$ cat config.mk
export PLATFORM = sky130hd
export DESIGN_NAME = datapath_check_unit
export DESIGN_NICKNAME = d
export VERILOG_FILES = /design/src/rtl/dcu_pkg.sv /design/src/rtl/dcu_log_fifo.sv /design/src/rtl/datapath_check_unit.sv
export SDC_FILE = /design/constraint.sdc
export NUM_CORES = 1
export LEC_CHECK = 0
export ABC_AREA = 1
export CAP_MARGIN = 10
export CORE_MARGIN = 2
export CORE_UTILIZATION = 30
export CTS_CLUSTER_DIAMETER = 120
export DETAILED_ROUTE_END_ITERATION = 16
export RECOVER_POWER = 50
export SLEW_MARGIN = 40
export SYNTH_ARGS = -nofsm -noshare
export SYNTH_HDL_FRONTEND = slang
export SYNTH_SLANG_ARGS = --single-unit
export TNS_END_PERCENT = 5
$ cat constraint.sdc
create_clock -name clk -period 3.45 [get_ports clk]
set_input_delay 0.69 -clock clk [delete_from_list [all_inputs] [get_ports clk]]
set_output_delay 0.69 -clock clk [all_outputs]
set_load 0.005 [all_outputs]
$ cat src/rtl/dcu_pkg.sv
// Shared definitions for the datapath check unit: check bit positions,
// the check-mask type and the expected condition-code helper.
package dcu_pkg;

  localparam int CHK_CONTENTION = 0;
  localparam int CHK_MISMATCH   = 1;
  localparam int CHK_FLAG       = 2;
  localparam int CHK_NZP_MULTI  = 3;
  localparam int NUM_CHK        = 4;

  // Callers sign-extend their bus to this width before asking for flags.
  localparam int NZP_MAX_W = 64;

  typedef logic [NUM_CHK-1:0] chk_mask_t;

  function automatic logic [2:0] nzp_of(input logic signed [NZP_MAX_W-1:0] value);
    if (value[NZP_MAX_W-1]) begin
      return 3'b100;
    end else if (value == '0) begin
      return 3'b010;
    end
    return 3'b001;
  endfunction

endpackage

$ cat src/rtl/dcu_log_fifo.sv
// First-word-fall-through FIFO for the error log. The head is driven to zero
// while empty so nothing undefined ever reaches the ports.
module dcu_log_fifo #(
  parameter int DATA_W = 8,
  parameter int DEPTH  = 4
) (
  input  logic              clk,
  input  logic              rst,
  input  logic              push_i,
  input  logic [DATA_W-1:0] push_data_i,
  input  logic              pop_i,
  output logic              valid_o,
  output logic [DATA_W-1:0] head_o,
  output logic              full_o
);

  localparam int AW = $clog2(DEPTH);

  logic [DATA_W-1:0] mem_q [DEPTH];
  logic [AW:0]       wr_ptr_q, rd_ptr_q;
  logic              empty, do_push, do_pop;

  assign empty   = (wr_ptr_q == rd_ptr_q);
  assign full_o  = (wr_ptr_q[AW] != rd_ptr_q[AW]) && (wr_ptr_q[AW-1:0] == rd_ptr_q[AW-1:0]);
  assign do_pop  = pop_i && !empty;
  // A pop frees the slot this same edge, so a full FIFO still accepts a push.
  assign do_push = push_i && (!full_o || do_pop);

  assign valid_o = !empty;
  assign head_o  = empty ? '0 : mem_q[rd_ptr_q[AW-1:0]];

  always_ff @(posedge clk) begin
    if (do_push) begin
      mem_q[wr_ptr_q[AW-1:0]] <= push_data_i;
    end
  end

  always_ff @(posedge clk or negedge rst) begin
    if (!rst) begin
      wr_ptr_q <= '0;
      rd_ptr_q <= '0;
    end else begin
      if (do_push) wr_ptr_q <= wr_ptr_q + (AW+1)'(1);
      if (do_pop)  rd_ptr_q <= rd_ptr_q + (AW+1)'(1);
    end
  end

endmodule

$ cat src/rtl/datapath_check_unit.sv
// Datapath monitor: bus contention/mismatch and NZP flag checks, with sticky
// flags, a saturating count, first-error capture and a timestamped log.
module datapath_check_unit
  import dcu_pkg::*;
#(
  parameter int WIDTH     = 16,
  parameter int NUM_DRV   = 4,
  parameter int CNT_W     = 8,
  parameter int CYC_W     = 32,
  parameter int LOG_DEPTH = 4
) (
  input  logic                     clk,
  input  logic                     rst,
  input  logic                     enable,
  input  logic                     clear,
  input  logic [WIDTH-1:0]         bus,
  input  logic [NUM_DRV-1:0]       drv_ena,
  input  logic [NUM_DRV*WIDTH-1:0] drv_data,
  input  logic                     flag_we,
  input  logic                     n,
  input  logic                     z,
  input  logic                     p,
  output logic [NUM_CHK-1:0]       err_sticky,
  output logic [CNT_W-1:0]         err_count,
  output logic                     first_valid,
  output logic [NUM_CHK-1:0]       first_mask,
  output logic [CYC_W-1:0]         first_cyc,
  output logic                     log_valid,
  input  logic                     log_ready,
  output logic [NUM_CHK-1:0]       log_mask,
  output logic [CYC_W-1:0]         log_cyc,
  output logic                     log_ovf
);

  localparam int PC_W  = $clog2(NUM_DRV + 1);
  localparam int LOG_W = NUM_CHK + CYC_W;

  logic [WIDTH-1:0] drv_word [NUM_DRV];
  logic [PC_W-1:0]  ena_cnt;
  logic [WIDTH-1:0] sel_data;
  chk_mask_t        raw_mask, mask;
  logic [2:0]       mask_pc;
  logic [CNT_W:0]   count_sum;

  logic [CYC_W-1:0] cyc_q;
  logic             exp_valid_q;
  logic [2:0]       exp_nzp_q;

  chk_mask_t        sticky_q, sticky_d;
  logic [CNT_W-1:0] count_q, count_d;
  logic             first_valid_q, first_valid_d;
  chk_mask_t        first_mask_q, first_mask_d;
  logic [CYC_W-1:0] first_cyc_q, first_cyc_d;
  logic             ovf_q, ovf_d;

  logic             log_push, log_pop, log_full;
  logic [LOG_W-1:0] log_head;

  for (genvar gi = 0; gi < NUM_DRV; gi++) begin : g_drv
    assign drv_word[gi] = drv_data[gi*WIDTH +: WIDTH];
  end

  always_comb begin
    ena_cnt  = '0;
    sel_data = '0;
    for (int i = 0; i < NUM_DRV; i++) begin
      ena_cnt = ena_cnt + PC_W'(drv_ena[i]);
      if (drv_ena[i]) sel_data = sel_data | drv_word[i];
    end
  end

  always_comb begin
    raw_mask                 = '0;
    raw_mask[CHK_CONTENTION] = (ena_cnt > PC_W'(1));
    raw_mask[CHK_MISMATCH]   = (ena_cnt == PC_W'(1)) && (bus != sel_data);
    raw_mask[CHK_FLAG]       = exp_valid_q && ({n, z, p} != exp_nzp_q);
    raw_mask[CHK_NZP_MULTI]  = (n & z) | (n & p) | (z & p);
    mask                     = enable ? raw_mask : '0;
  end

  always_comb begin
    mask_pc = '0;
    for (int i = 0; i < NUM_CHK; i++) begin
      mask_pc = mask_pc + 3'(mask[i]);
    end
  end

  assign count_sum = {1'b0, count_q} + {{(CNT_W-2){1'b0}}, mask_pc};

  always_comb begin
    sticky_d      = sticky_q;
    count_d       = count_q;
    first_valid_d = first_valid_q;
    first_mask_d  = first_mask_q;
    first_cyc_d   = first_cyc_q;
    ovf_d         = ovf_q;
    if (clear) begin
      sticky_d      = '0;
      count_d       = '0;
      first_valid_d = 1'b0;
      first_mask_d  = '0;
      first_cyc_d   = '0;
      ovf_d         = 1'b0;
    end else begin
      if (mask != '0) begin
        sticky_d = sticky_q | mask;
        count_d  = count_sum[CNT_W] ? '1 : count_sum[CNT_W-1:0];
        if (!first_valid_q) begin
          first_valid_d = 1'b1;
          first_mask_d  = mask;
          first_cyc_d   = cyc_q;
        end
      end
      if (log_push && log_full && !log_pop) ovf_d = 1'b1;
    end
  end

  always_ff @(posedge clk or negedge rst) begin
    if (!rst) begin
      cyc_q         <= '0;
      exp_valid_q   <= 1'b0;
      exp_nzp_q     <= '0;
      sticky_q      <= '0;
      count_q       <= '0;
      first_valid_q <= 1'b0;
      first_mask_q  <= '0;
      first_cyc_q   <= '0;
      ovf_q         <= 1'b0;
    end else begin
      cyc_q         <= cyc_q + CYC_W'(1);
      exp_valid_q   <= enable && flag_we;
      exp_nzp_q     <= nzp_of(NZP_MAX_W'(signed'(bus)));
      sticky_q      <= sticky_d;
      count_q       <= count_d;
      first_valid_q <= first_valid_d;
      first_mask_q  <= first_mask_d;
      first_cyc_q   <= first_cyc_d;
      ovf_q         <= ovf_d;
    end
  end

  // The log still records errors in a clearing cycle; clear only resets the summary state.
  assign log_push = (mask != '0);
  assign log_pop  = log_valid && log_ready;

  dcu_log_fifo #(
    .DATA_W(LOG_W),
    .DEPTH (LOG_DEPTH)
  ) u_log (
    .clk        (clk),
    .rst        (rst),
    .push_i     (log_push),
    .push_data_i({mask, cyc_q}),
    .pop_i      (log_pop),
    .valid_o    (log_valid),
    .head_o     (log_head),
    .full_o     (log_full)
  );

  assign log_mask    = log_head[LOG_W-1 -: NUM_CHK];
  assign log_cyc     = log_head[CYC_W-1:0];
  assign err_sticky  = sticky_q;
  assign err_count   = count_q;
  assign first_valid = first_valid_q;
  assign first_mask  = first_mask_q;
  assign first_cyc   = first_cyc_q;
  assign log_ovf     = ovf_q;

endmodule
# Yosys cells after proc, flatten, opt, wreduce, memory -nomap -nowiden
# Memory sizes are Yosys's and may differ from the RTL's.
# Cells that the tools add are included.
[word_totals]
memories = 1
word_cells = 85
regBits = 92
mem_bits_rw = 144
[mem_list]
columns = ["memory", "words", "width", "read_ports", "rd_clocked_by_memory_dff", "wr", "line", "text"]
rows = [
  ["u_log.mem_q", 4, 36, 1, 0, 1, "dcu_log_fifo.sv:19", "logic [DATA_W-1:0] mem_q [DEPTH];"],
]
[op_classes]
eq_ne = 7
n_lt_le_gt_ge = 1
reduce_logical = 18
add_sub_neg = 10
bitwise = 9
mux = 28
[op_table]
columns = ["op", "n"]
rows = [
  ["32-bit two-way mux", 3],
  ["64-bit logical NOT", 1],
  ["16-bit two-way mux", 4],
  ["16-bit OR", 3],
  ["36-bit two-way mux", 1],
  ["32-bit by 1-bit adder with 32-bit output, second input constant", 1],
  ["4-bit two-way mux", 6],
  ["8-bit two-way mux", 3],
  ["16-bit inequality test", 1],
  ["8-bit by 3-bit adder with 9-bit output", 1],
  ["1-bit logical AND", 9],
  ["3-bit two-way mux", 3],
  ["1-bit two-way mux", 8],
  ["2-bit by 1-bit adder with 3-bit output", 2],
  ["3-bit by 1-bit adder with 3-bit output", 2],
  ["3-bit by 1-bit adder with 3-bit output, second input constant", 2],
  ["1-bit by 1-bit adder with 2-bit output", 2],
  ["4-bit OR", 1],
  ["2-bit nonzero test", 2],
  ["4-bit nonzero test", 1],
  ["1-bit AND", 3],
  ["3-bit by 1-bit equality test with 1-bit output, second input constant", 1],
  ["3-bit equality test", 1],
  ["3-bit by 1-bit > comparator with 1-bit output, second input constant", 1],
  ["other kinds (8)", 11],
]

# Depth between registers and ports, before layout
# Gate-level depths: netlist of run 1.
[depth]
depth_word = 17
ltp_mapped = 22
ltp_nobuf = 20

# Hierarchy
# A second synthesis of run 1 with hierarchy kept.
[hier_totals]
hier_cells = 1131
hier_area_um2 = 11000.6
[modules_own_cells]
columns = ["module", "area_each_um2", "instances", "cells_each", "seq_area_each_um2"]
rows = [
  ["dcu_log_fifo", 6218.5, 1, 519, 4474.3],
  ["datapath_check_unit", 4782.1, 1, 612, 2152.1],
]

# Worst setup path after synthesis of run 1
# No wires, ideal clock.
[synth_path]
kind = "input to register"
start = "input port drv_ena[0]"
end = "memory u_log.mem_q[0][0] in the netlist's numbering (enable)"
setup_slack_ns = -0.897
required_time_ns = 3.021
t_arrival_ns = 3.917
path_stages = 8
path_buffers = 0
cell_sequence = "fa_1 ha_1 ha_1 nor4_1 nand2_2 nand2_2 nand2_1 nor2_1"
[synth_between]
elab_chain_len = 14
word_cells_on_any_way = 19
classes_between = "add/sub: 3; order compare: 1; eq/ne: 2; mux: 7; bitwise: 3; reduce/logical: 3"
[synth_rtl]
columns = ["item", "line", "text"]
rows = [
  ["from (decl)", "datapath_check_unit.sv:17", "input logic [NUM_DRV-1:0] drv_ena,"],
  ["parallel branches: the longest is 9 deep, another holds 2-bit by 1-bit adder with 3-bit output", "--", ""],
  ["4-bit two-way mux *", "datapath_check_unit.sv:78", "mask = enable ? raw_mask : '0;"],
  ["4-bit nonzero test *", "datapath_check_unit.sv:143", "assign log_push = (mask != '0);"],
  ["1-bit logical AND *", "dcu_log_fifo.sv:27", "assign do_push = push_i && (!full_o || do_pop);"],
  ["1-bit two-way mux *", "dcu_log_fifo.sv:33", "if (do_push) begin"],
  ["1-bit two-way mux (not written as such) *", "dcu_log_fifo.sv:34", "mem_q[wr_ptr_q[AW-1:0]] <= push_data_i;"],
  ["to (decl)", "dcu_log_fifo.sv:19", ""],
]
# Mark *: on every way between the ends.

# Worst setup path in the final report of run 1
[layout_path]
start = "input port drv_ena[0]"
end = "register count_q[2] (netlist: err_count[2])"
[layout_between]
word_cells_on_any_way = 24
classes_between = "add/sub: 7; order compare: 1; eq/ne: 2; mux: 8; bitwise: 3; reduce/logical: 3"
[layout_lines]
columns = ["item", "line", "text"]
rows = [
  ["1-bit by 1-bit adder with 2-bit output *", "datapath_check_unit.sv:67", "ena_cnt = ena_cnt + PC_W'(drv_ena[i]);"],
  ["2-bit by 1-bit adder with 3-bit output *", "datapath_check_unit.sv:67", ""],
  ["3-bit by 1-bit adder with 3-bit output *", "datapath_check_unit.sv:67", ""],
  ["3-bit by 1-bit > comparator with 1-bit output *", "datapath_check_unit.sv:74", "raw_mask[CHK_CONTENTION] = (ena_cnt > PC_W'(1));"],
  ["4-bit two-way mux *", "datapath_check_unit.sv:78", ""],
  ["named net mask[0]", "datapath_check_unit.sv:41", "chk_mask_t raw_mask, mask;"],
  ["1-bit by 1-bit adder with 2-bit output", "datapath_check_unit.sv:84", "mask_pc = mask_pc + 3'(mask[i]);"],
  ["2-bit by 1-bit adder with 3-bit output", "datapath_check_unit.sv:84", ""],
  ["3-bit by 1-bit adder with 3-bit output", "datapath_check_unit.sv:84", ""],
  ["8-bit by 3-bit adder with 9-bit output", "datapath_check_unit.sv:88", "assign count_sum = {1'b0, count_q} + {{(CNT_W-2){1'b0}}, mask_pc};"],
  ["8-bit two-way mux", "datapath_check_unit.sv:107", "count_d = count_sum[CNT_W] ? '1 : count_sum[CNT_W-1:0];"],
  ["8-bit two-way mux", "datapath_check_unit.sv:105", "if (mask != '0) begin"],
  ["8-bit two-way mux", "datapath_check_unit.sv:97", "if (clear) begin"],
  ["to (signal assigned)", "datapath_check_unit.sv:134", "count_q <= count_d;"],
  ["to (decl)", "datapath_check_unit.sv:50", "logic [CNT_W-1:0] count_q, count_d;"],
]
# The timed path passes the listed nets; every way through them passes the cells marked *. The select of a mux whose other input is x is not followed.
# A chain may end at the register's enable or synchronous reset.

==> results of run 1 <==
## repair_timing
item	CTS	global route
gates resized for setup	9	7
endpoints found under the setup margin	8	8
buffers inserted	1	1
cloned	0	0
pin swaps	2	4
## power breakdown
part | internal (mW) | switching [mW] | total (mW)
clock network | 1.74 | 1.08 | 2.82
registers | 3.54 | 0.159 | 3.70
logic | 1.76 | 2.07 | 3.83
## layout by cell type (no fill, tap or decap), drive strengths merged
cell type        n
a21oi            7
a31oi            1
buf             45
bufinv           5
clkbuf          38
clkdlybuf4s50  157
clkinv           5
clkinvlp         1
dfrtp           92
dlygate4sd2      3
dlygate4sd3     18
edfxtp         144
fa               4
ha              10
inv             76
mux2             1
nand2          302
nand3           24
nand4           40
nor2           170
nor3             8
nor4             9
o21ai           47
o21bai          15
o32ai           36
xnor2           15
xor2            24
## cell families (layout without fill, tap and decap cells)
logic type               count (synthesis)  after routing  share of synthesized area, %
AO/OA/AOI/OAI                          106            106                         6.583
XOR/XNOR                                39             39                         3.192
adder cells (fa/ha/maj)                 14             14                         1.918
buffers and inverters                  127            348                         5.098
flip-flops                             236            236                         61.93
multiplexers                             1              1                        0.1052
AND/OR/NAND/NOR                        553            553                         21.18
## final cells by class
type | instances | area (um2)
sequential | 236 | 6629
tap | 461 | 576.8
clock buffer | 34 | 669.4
clock inverter | 12 | 191.4
multi-input combinational | 713 | 3610
timing repair buffer | 227 | 2297
inverter | 75 | 281.5
fill | 3441 | 21060
## through the flow
step / TNS [ns] / power, mW / cells / setup WS (ns)
after floorplan: -51.45 / 5.564 / 1076 / -0.3471
after CTS: 0 / 10.47 / 1757 / 0.07587
after global placement: -45.19 / 7.576 / 1710 / -0.6954
final: 0 / 10.35 / 1758 / 0.1094
after detailed placement: -55.40 / 7.632 / 1710 / -0.7803
after global routing: -0.02072 / 11.01 / 1758 / -0.01386
## routing by layer
metal	vias to the layer above	GRT usage [%]	wire, um
met5	-	0	0
li1	4027	-	-
met4	0	4.727	686
met2	256	26.04	13400
met1	3917	18.05	11430
met3	32	3.692	2024
## worst reg2reg max path: stages (launching register included)
cell	delay (ns)
dfrtp_1	0.37
xnor2_1	0.14
nand3_1	0.10
nand3_1	0.08
inv_1	0.07
fa_1	0.50
inv_1	0.05
fa_2	0.33
inv_2	0.07
fa_2	0.24
nand3_4	0.10
nor2_4	0.11
buf_4	0.12
a21oi_1	0.05
a31oi_1	0.14
nand3_1	0.09
nand2_1	0.07
## cell usage after synthesis
| library cell | instances |
|---|---|
| fa_1 | 4 |
| ha_1 | 10 |
| a21oi_1 | 7 |
| buf_1 | 6 |
| nand2_4 | 1 |
| o21bai_1 | 15 |
| o32ai_1 | 36 |
| nand2_2 | 2 |
| nor3_1 | 8 |
| inv_1 | 73 |
| nand3_4 | 1 |
| nand3_1 | 23 |
| o21ai_0 | 47 |
| clkinv_1 | 1 |
| nor2_2 | 1 |
| nand4_1 | 40 |
| xnor2_1 | 15 |
| nor4_1 | 9 |
| a31oi_1 | 1 |
| inv_2 | 1 |
| nor2_1 | 169 |
| edfxtp_1 | 144 |
| dfrtp_1 | 92 |
| nand2_1 | 299 |
| buf_2 | 7 |
| clkbuf_1 | 31 |
| mux2_2 | 1 |
| xor2_1 | 24 |
| buf_6 | 8 |
## state kept, by name, summed over array words and instances (netlist names)
signal	flops
u_log.mem_q	144
u_log.rd_ptr_q	3
cyc_q	32
err_sticky	4
first_valid	1
u_log.wr_ptr_q	3
err_count	8
first_cyc	32
log_ovf	1
exp_nzp_q	3
first_mask	4
exp_valid_q	1
## worst max-delay path by stage
stage | startpoint | end | slack (ns)
global route | drv_ena[0] | err_count[6] | -0.01
CTS | drv_ena[0] | err_count[6] | 0.08
floorplan | drv_ena[0] | u_log.mem_q[0][0] | -0.35
finish | drv_ena[0] | err_count[2] | 0.11
global placement | drv_ena[0] | err_count[3] | -0.70
detailed placement | drv_ena[0] | err_count[3] | -0.78
==> impl_summary.txt, run 1 <==
----------------------------------------------------
[CTS]
  Clk sink count ... 236
  Number of buffers inserted for hold repair after clock tree synthesis ... 0
  CTS Buf Count ... 25
  Clk Latency, worst-skew pair ... 0.53 ns
  Clock Tree Root ... clkbuf_16
  Clock transition at the registers of the reported paths ... roughly 0.060 ns
  H-tree Lvls ... 1
  Clock tree from TritonCTS ... yes
  Maximum clock insertion buffer count ... 3

[Worst hold path]
  Hold Path Origin ... first_cyc[13]
  Endpoint, Worst Hold ... first_cyc[13]
  Worst Hold Class ... flip-flop to flip-flop
  Cell depth of the worst min-delay path ... 2

[Global route]
  Remaining global-route overflow ... 0
  Vias in the first global route ... between 8,000 and 9,000
  Gr usage total ... between 10% and 20%
  Maximum number of pins on one net before global-route repair ... 52
  Wire length of the first global-routing pass ... 43,460 um
  Number of antenna violations at the first check in global routing ... 0

[Logic synthesis]
  Synth warn ... 0
  Post-synthesis cell type count ... 29
  Top-area cell type share of the netlist area ... between 40% and 50%
  Sequential element share of the synthesized area ... between 60% and 70%
  Avg Inst Size Synth ... about 9.9 um2
  Gate count after technology mapping ... between 1,000 and 1,500
  Synth area leaders ... edfxtp_1 40%, dfrtp_1 22%, nand2_1 10%
  Number of flip-flops and latches in the synthesized netlist ... 236
  Number of nets in the synthesized netlist ... around 1,200
  Post-synth top area cell ... edfxtp_1
  Post-Syn Area ... between 0.01 and 0.015 mm2

[Timing]
  Clock skew after layout ... approximately 0.017 ns
  Final number of setup-violating endpoints ... 0
  Fmax ... 299.3 MHz
  Hold Vio Cnt, Final ... 0
  Pins Over Slew Limit ... between 40 and 50
  Hold Slack ... roughly 0.46 ns
  Setup repair after global routing missed its margin ... yes
  Headroom to the max-slew limit ... -72.69%
  Final critical path time including I/O delays and setup ... 3.341 ns
  Measured slew at the worst slew-check pin ... approximately 2.6 ns
  Final cycle utilization of the critical path ... between 90 and 100%

[Setup path]
  Cell type of the slowest stage on the worst timing path ... fa_1
  Crit path max fanout ... 2
  WP buf/inv ... 6
  Crit-path cells ... dlygate4sd2_1 > fa_1 > ha_2 > inv_1 > ha_1 > nor2_2 > fa_1 > inv_1 > fa_2 > inv_2 > fa_2 > buf_4 > buf_4 > xnor2_2 > a21oi_1 > nand2_1 > o21ai_0
  Worst R2R End ... err_count[6]
  Setup slack of the worst register-to-register path ... 0.78 ns
  Worst Setup Path Type ... input port to flip-flop
  Biggest cell delay along the critical path ... roughly 0.54 ns
  Crit-path leading delay family ... adder cells
  Reg-to-reg critical path startpoint ... exp_nzp_q[0]
  Element type at the critical path start ... input port
  Data arrival time at the worst-slack endpoint ... approximately 3.8 ns
  Total number of cells along the worst setup path ... 17
  Crit. End Element ... flip-flop
  Required time at the endpoint of the critical path ... between 3 and 4 ns
  Worst-case reg-to-reg path depth ... 16

[Place]
  I/O Buffers ... roughly 180
  Total cell area at the placement stage ... 0.01334 mm2
  Placer Congestion ... between 0.7 and 0.8
  DP HPWL ... between 15,000 and 20,000 um

[Pwr]
  Leakage power total ... approximately 6.1 nW
  Power density of the placed cells ... ~730 mW/mm2
  Peak ir drop on the vdd network ... between 0.4 and 0.5 mV

[Detailed routing]
  Remaining routing DRC violations ... 0
  Count of antenna-violating nets left after detailed routing ... 0
  Vias ... roughly 8,000
  Via density per instance ... 4.683
  Total Routed Length ... about 28,000 um
  Number of DRC markers in iteration 0 ... just over 400
  Detailed-router iteration count before antenna repair ... 5
  Mean routed wirelength per cell ... 15.67 um

[Finish]
  Net count reported at finish ... between 1,000 and 1,500
  Final Util ... 40.37%
  Ratio of cells with drive above 1 in the final layout ... between 8 and 9%
  Final Instance Area ... approximately 0.014 mm2
  Total inserted antenna cells ... 0
  Layout area overhead ... 33.22%

[Floorplanning]
  Floorplan die width ... 192.9 um
  Number of primary I/O pins ... 180
  Effective utilization at floorplan ... a little under a third
  Core Rows ... 69
  Die footprint ... 0.03720 mm2
  Height of the die ... 192.9 um
  Standard cell core area ... about 0.035 mm2

[Job]
  # Max-Cap Violations ... 1

[Run status]
  Run status ... finished with violations
  Failing checks ... capacitance limit, slew limit

----------------------------------------------------
Note: power is estimated with default switching activity, not from simulation.
==> run 2: changes to the inputs <==
--- a/config.mk
+++ b/config.mk
@@ -11,6 +11,7 @@
 export CORE_UTILIZATION = 30
 export CTS_CLUSTER_DIAMETER = 120
 export DETAILED_ROUTE_END_ITERATION = 16
+export MAX_ROUTING_LAYER = met4
 export RECOVER_POWER = 50
 export SLEW_MARGIN = 40
 export SYNTH_ARGS = -nofsm -noshare
==> run 2 against run 1 <==
Against the previous run:
- clock skew is 0.0021 ns lower
- register-to-register slack about the same
- flip-flop and latch count unchanged
- utilization stayed put
- the run still ends with capacitance limit, slew limit left
- design area unchanged
- worst setup slack got worse by 0.0035 ns
- highest routed layer unchanged
- global-route usage rose by 0.44 points
- critical path depth unchanged
- clock-buffer cell count unchanged
==> impl_summary.txt, run 2 (same netlist as run 1, synthesis figures left out) <==
----------------------------------------------------
[Timing]
  Final cycle utilization of the critical path ... 96.93% (+0.10 points)
  Final critical path time including I/O delays and setup ... 3.344 ns (+0.003550 ns)
  Clock skew after layout ... 0.01480 ns (-0.002145 ns)
  Post-route setup slack ... 0.1059 ns (-0.003550 ns)
  Headroom to the max-slew limit ... -71.16% (+1.5 points)
  Final number of setup-violating endpoints ... 0 (unchanged)
  Pins Over Slew Limit ... 42 (unchanged)
  Setup repair after global routing missed its margin ... yes
  Measured slew at the worst slew-check pin ... 2.567 ns (-0.02294 ns)
  Fmax ... 299.0 MHz (-0.11%)
  Hold Vio Cnt, Final ... 0 (unchanged)

[Global route]
  Gr usage total ... 15.37% (+0.44 points)
  Maximum number of pins on one net before global-route repair ... 52 (unchanged)
  Vias in the first global route ... 8,048 (-0.43%)
  Wire length of the first global-routing pass ... 43,510 um (+0.11%)
  Remaining global-route overflow ... 0 (unchanged)
  Number of antenna violations at the first check in global routing ... 0 (unchanged)

[Detailed routing]
  Vias ... 8,187 (-0.55%)
  Number of DRC markers in iteration 0 ... 436 (+8.2%)
  Detailed-router iteration count before antenna repair ... 4 (-1)
  Remaining routing DRC violations ... 0 (unchanged)
  Count of antenna-violating nets left after detailed routing ... 0 (unchanged)
  Total Routed Length ... 27,490 um (-0.21%)
  Via density per instance ... 4.657 (-0.55%)
  Mean routed wirelength per cell ... 15.64 um (-0.21%)

[Place]
  Placer Congestion ... 0.7819 (+1.6%)
  Dpl ws ... -0.7803 ns (unchanged)
  DP HPWL ... 19,210 um (unchanged)
  I/O Buffers ... 179 (unchanged)
  Total cell area at the placement stage ... 0.01334 mm2 (unchanged)

[Floorplanning]
  Number of primary I/O pins ... 180 (unchanged)
  Core Rows ... 69 (unchanged)
  Floorplan die width ... 192.9 um (unchanged)
  Standard cell core area ... 0.03531 mm2 (unchanged)
  Die footprint ... 0.03720 mm2 (unchanged)
  Effective utilization at floorplan ... 30.30% (unchanged)
  Height of the die ... 192.9 um (unchanged)

[CTS]
  Clock tree from TritonCTS ... yes
  Clock transition at the registers of the reported paths ... 0.06 ns (about the same)
  H-tree Lvls ... 1 (unchanged)
  Clock Tree Root ... clkbuf_16
  Clk Latency, worst-skew pair ... 0.52 ns (about the same)
  Clk sink count ... 236 (unchanged)
  CTS Buf Count ... 25 (unchanged)
  Maximum clock insertion buffer count ... 3 (unchanged)

[Setup path]
  Crit. End Element ... flip-flop
  Crit-path cells ... dlygate4sd2_1 > fa_1 > ha_2 > inv_1 > ha_1 > nor2_2 > fa_1 > inv_1 > fa_2 > inv_2 > fa_2 > buf_4 > buf_4 > xnor2_2 > a21oi_1 > nand2_1 > o21ai_0
  Biggest cell delay along the critical path ... 0.54 ns (about the same)
  Worst Setup Path Type ... input port to flip-flop
  Crit path max fanout ... 2 (unchanged)
  Crit-path leading delay family ... adder cells
  Element type at the critical path start ... input port
  WP buf/inv ... 6 (unchanged)
  Data arrival time at the worst-slack endpoint ... 3.78 ns (about the same)
  Cell type of the slowest stage on the worst timing path ... fa_1
  Required time at the endpoint of the critical path ... 3.89 ns (about the same)

[Finish]
  Count of fill cells added during filler insertion ... 3,441 (unchanged)
  Ratio of cells with drive above 1 in the final layout ... 8.096% (unchanged)
  Layout area overhead ... 33.22% (unchanged)
  Total inserted antenna cells ... 0 (unchanged)
  Final Util ... 40.37% (unchanged)
  Largest register FFs ... 144 (unchanged)
  Most common library cell in the layout ignoring fill and taps ... nand2_1
  Area used by multi-input combinational logic ... 0.003610 mm2 (unchanged)
  Most used cells in the layout excluding fill and tap cells ... 299 x nand2_1, 164 x nor2_1, 157 x clkdlybuf4s50_1, 144 x edfxtp_1, 90 x dfrtp_1
  Sequential cell area ... 0.006629 mm2 (unchanged)
  Final Instance Area ... 0.01425 mm2 (unchanged)
  Net count reported at finish ... 1,385 (unchanged)

[Run status]
  Failing checks ... capacitance limit, slew limit
  Run status ... finished with violations

[Pwr]
  Peak ir drop on the vdd network ... 0.4782 mV (-0.41%)
  Leakage power total ... 6.088 nW (unchanged)
  Total design power ... 10.33 mW (-0.11%)
  Power density of the placed cells ... 725.0 mW/mm2 (-0.11%)

[Worst hold path]
  Worst Hold Class ... flip-flop to flip-flop

[Job]
  # Max-Cap Violations ... 1 (unchanged)

----------------------------------------------------
[run 2: cell counts in the layout (fill, tap and decap cells not counted)]
No cell type changed its count.
[run 2: where the power goes]
part	total [mW]	switching, mW	internal (mW)
Combinational	3.81	2.06	1.76
Sequential	3.70	0.158	3.54
Clock	2.82	1.08	1.74
[run 2: layout make-up]
type | instances | share of cell area (%)
clock buffers | 34 | 4.696
clock inverters | 12 | 1.343
inverters | 75 | 1.975
multi-input cells | 713 | 25.32
flip-flops and latches | 236 | 46.50
well taps | 461 | 4.046
repair buffers | 227 | 16.12
[run 2: what timing repair did]
item / in CTS / in global routing
setup buffers: 1 / 1
pin swaps: 2 / 4
resized for setup: 9 / 7
endpoints found under the setup margin: 8 / 8
hold buffers: 0 / 0
[run 2: final timing paths]
path	start	endpoint	slack, ns	cells after the start
max in group asynchronous	rst	first_cyc[17]	1.00	1
hold / removal	first_cyc[13]	first_cyc[13]	0.46	2
setup reg to reg	exp_nzp_q[0]	err_count[6]	0.78	16
hold reg to reg	first_cyc[13]	first_cyc[13]	0.46	2
setup / recovery	drv_ena[0]	err_count[2]	0.11	17
min in group asynchronous	rst	first_mask[0]	0.98	1
[run 2: worst register-to-register path, stage by stage, from the launching register on]
cell and delay (ns):
dfrtp_1 0.37, xnor2_1 0.14, nand3_1 0.10, nand3_1 0.08, inv_1 0.07, fa_1 0.50
inv_1 0.05, fa_2 0.33, inv_2 0.07, fa_2 0.24, nand3_4 0.10, nor2_4 0.11
buf_4 0.12, a21oi_1 0.05, a31oi_1 0.14, nand3_1 0.09, nand2_1 0.07
[run 2: per-layer routing]
layer	vias up	track usage, %	wire length (um)
met2	230	25.96	13380
met1	3903	18.32	11710
li1	4023	-	-
met4	0	4.727	674
met3	31	3.382	1719
met5	-	-	0
[run 2: metrics by stage]
| step | TNS [ns] | hold WS [ns] | instances |
|---|---|---|---|
| finish | 0 | 0.4644 | 1758 |
| global placement | -45.19 | 0.4575 | 1710 |
| floorplan | -51.45 | 0.3944 | 1076 |
| detailed placement | -55.40 | 0.4604 | 1710 |
| CTS | 0 | 0.1984 | 1757 |
| global route | -0.02081 | 0.4925 | 1758 |
==> patch: new RTL, flow settings as in run 1 <==
Set the parameter `WIDTH` to 32 (it was 16).
--- a/src/rtl/datapath_check_unit.sv
+++ b/src/rtl/datapath_check_unit.sv
@@ -4,5 +4,5 @@
   import dcu_pkg::*;
 #(
-  parameter int WIDTH     = 16,
+  parameter int WIDTH     = 32,
   parameter int NUM_DRV   = 4,
   parameter int CNT_W     = 8,
Interface: changed (resized bus and drv_data); port bits go from 180 to 260. No check against the original RTL was run, so the function may have changed too.
==> patch against run 1 <==
- the run still ends with max-capacitance violations, max-slew violations left
- synthesized area rose by 7.6%
- clock skew shrank 0.0045 ns
- design area grew 12%
- total power grew 0.44%
- sequential cell count is the same
- wire length increased by 21%
- fmax up 0.71%
- setup slack better by 0.024 ns
- critical path type unchanged
==> patch: results (changes against run 1) <==
ys_seq_area_share_pct: 57.6  # -4.4 points
min_delay_worst_endpoint: "first_cyc[16]$_DFFE_PN0P_"
critical_path.reg2reg.startpoint: "exp_nzp_q[2]$_DFF_PN0_"
global_route.usage.total_pct: 16.6  # +1.7 points
cp_top_family: "adder cells"
gpl.final_weighted_congestion: 0.841  # +9.3%
ant_nets: 0  # unchanged
r2r.worst_path.cells: 16  # unchanged
worst_hold_startpoint: "first_cyc[16]$_DFFE_PN0P_"
area_of_placed_instances_um2: 15100  # +13%
post_cts_buffers: 0  # -1
crit_fanout: 3  # +1
post_synth_most_frequent_cells: "409 x nand2_1, 195 x nor2_1, 144 x edfxtp_1"
drt-pass1-iter-count: 5  # unchanged
cts_repair_resize_count: 14  # +5
worst_slew_pin_slew_ns: 2.61  # +0.0191 ns
wl_per_cell_um: 16.0  # +1.9%
postSynth.topFlopCell: "edfxtp_1"
clk-insertion-delay-late_ns: 0.51  # -0.02 ns
wire_length_of_the_first_global_routing_pass_mm: 51.6  # +19%
cpMaxStageDelayCell: "fa_1"
path_clk_slew_ns: 0.06  # about the same
timing_max_transition_violations_final: 42  # unchanged
ff_to_ff_end: "err_count[4]$_DFFE_PN0P_"
cts_inserted_buffers: 24  # -4.0%
synth.net_count: 1470  # +24%
grt_start_max_net_pins: 52  # unchanged
clockRootBuffer: "clkbuf_16"
post_route_cells_drive_above_1_share_pct: 7.83  # -0.26 points
arrival_ns: 3.71  # -0.07 ns
grt_pass1_vias: 9651  # +19%
worst_vdd_drop_mv: 0.425  # -11%
post_synth_main_area_contributors: "edfxtp_1 38%, dfrtp_1 20%, nand2_1 13%"
peak_per_stage_delay_on_the_critical_path_ns: 0.50  # -0.04 ns
antenna_found_initial: 0  # unchanged
num-nets-final: 1752  # +26%
synth_cell_type_count: 30  # +3.4%
result_of_the_run: "complete, but fails checks"
max-cap-violations: 1  # unchanged
cts_max_path_buffers: 3  # unchanged
postSynth.asyncResetShare_pct: 39.0  # unchanged
port_buffers: 259  # +45%
dpl.hpwl_mm: 24.1  # +25%
cp-startpoint: "drv_ena[0]"
min_delay_path_depth: 2  # unchanged
warnings_synthesis: 0  # unchanged
flip_flop_count_of_the_largest_register_after_layout: 144  # unchanged
finClkSkew_ns: 0.0124  # -0.00452 ns
num-fill-cells: 3695  # +7.4%
antenna_cells_inserted: 0  # unchanged
cellLeakagePower_uw: 0.00693  # +14%
drt_iter0_markers: 417  # +3.5%
htreeDepth: 1  # unchanged
worstSetupEndpointType: "flop"
failed_checks: "max-capacitance violations, max-slew violations"
layout.area.seq_um2: 6630  # unchanged
route.detailed.vias_per_inst: 4.62  # -1.4%
-- patch: report_power, final --
group / switching [uW] / internal, uW / total, uW / leakage [uW]
clock network: 1050 / 1590 / 2650 / 0.000393
registers: 179 / 3540 / 3720 / 0.00260
logic: 2130 / 1890 / 4020 / 0.00394
-- patch: routing by layer --
metal	vias to the layer above	GRT usage (%)	share of wire [%]	wire, um
li1	4780	-	-	-
met1	4539	18.8	39	13000
met2	303	31.5	52	17500
met3	45	2.64	5.7	1890
met4	0	5.65	3.1	1050
met5	-	0	0	0
-- patch: layout make-up --
class	count	share of cell area, %
multi-input cells	881	26.8
clock buffers	33	4.22
flip-flops and latches	236	41.4
inverters	109	2.56
well taps	511	4.00
clock inverters	11	0.837
repair buffers	313	20.1
-- patch: through the flow --
stage / instances / setup slack (ns) / power [uW] / hold slack [ns] / TNS (ns)
final: 2094 / 0.133 / 10400 / 0.466 / 0
after detailed placement: 2048 / -0.822 / 7850 / 0.459 / -59.28
after global routing: 2094 / -0.0506 / 11100 / 0.488 / -0.0893
after floorplan: 1283 / -0.313 / 5630 / 0.394 / -46.55
after CTS: 2092 / 0.0967 / 10500 / 0.196 / 0
after global placement: 2048 / -0.679 / 7790 / 0.455 / -51.49
-- patch: kinds of logic (layout without fill, tap and decap cells) --
| family | Yosys count | in the layout | share of synthesized area [%] |
|---|---|---|---|
| and+or+nand+nor | 711 | 711 | 25.5 |
| DFF | 236 | 236 | 57.6 |
| buffers and inverters | 166 | 466 | 5.79 |
| AOI/OAI and AO/OA | 113 | 113 | 6.09 |
| xor gates and xnor gates | 42 | 42 | 3.19 |
| adders and majority gates | 14 | 14 | 1.78 |
| muxes | 1 | 1 | 0.0978 |
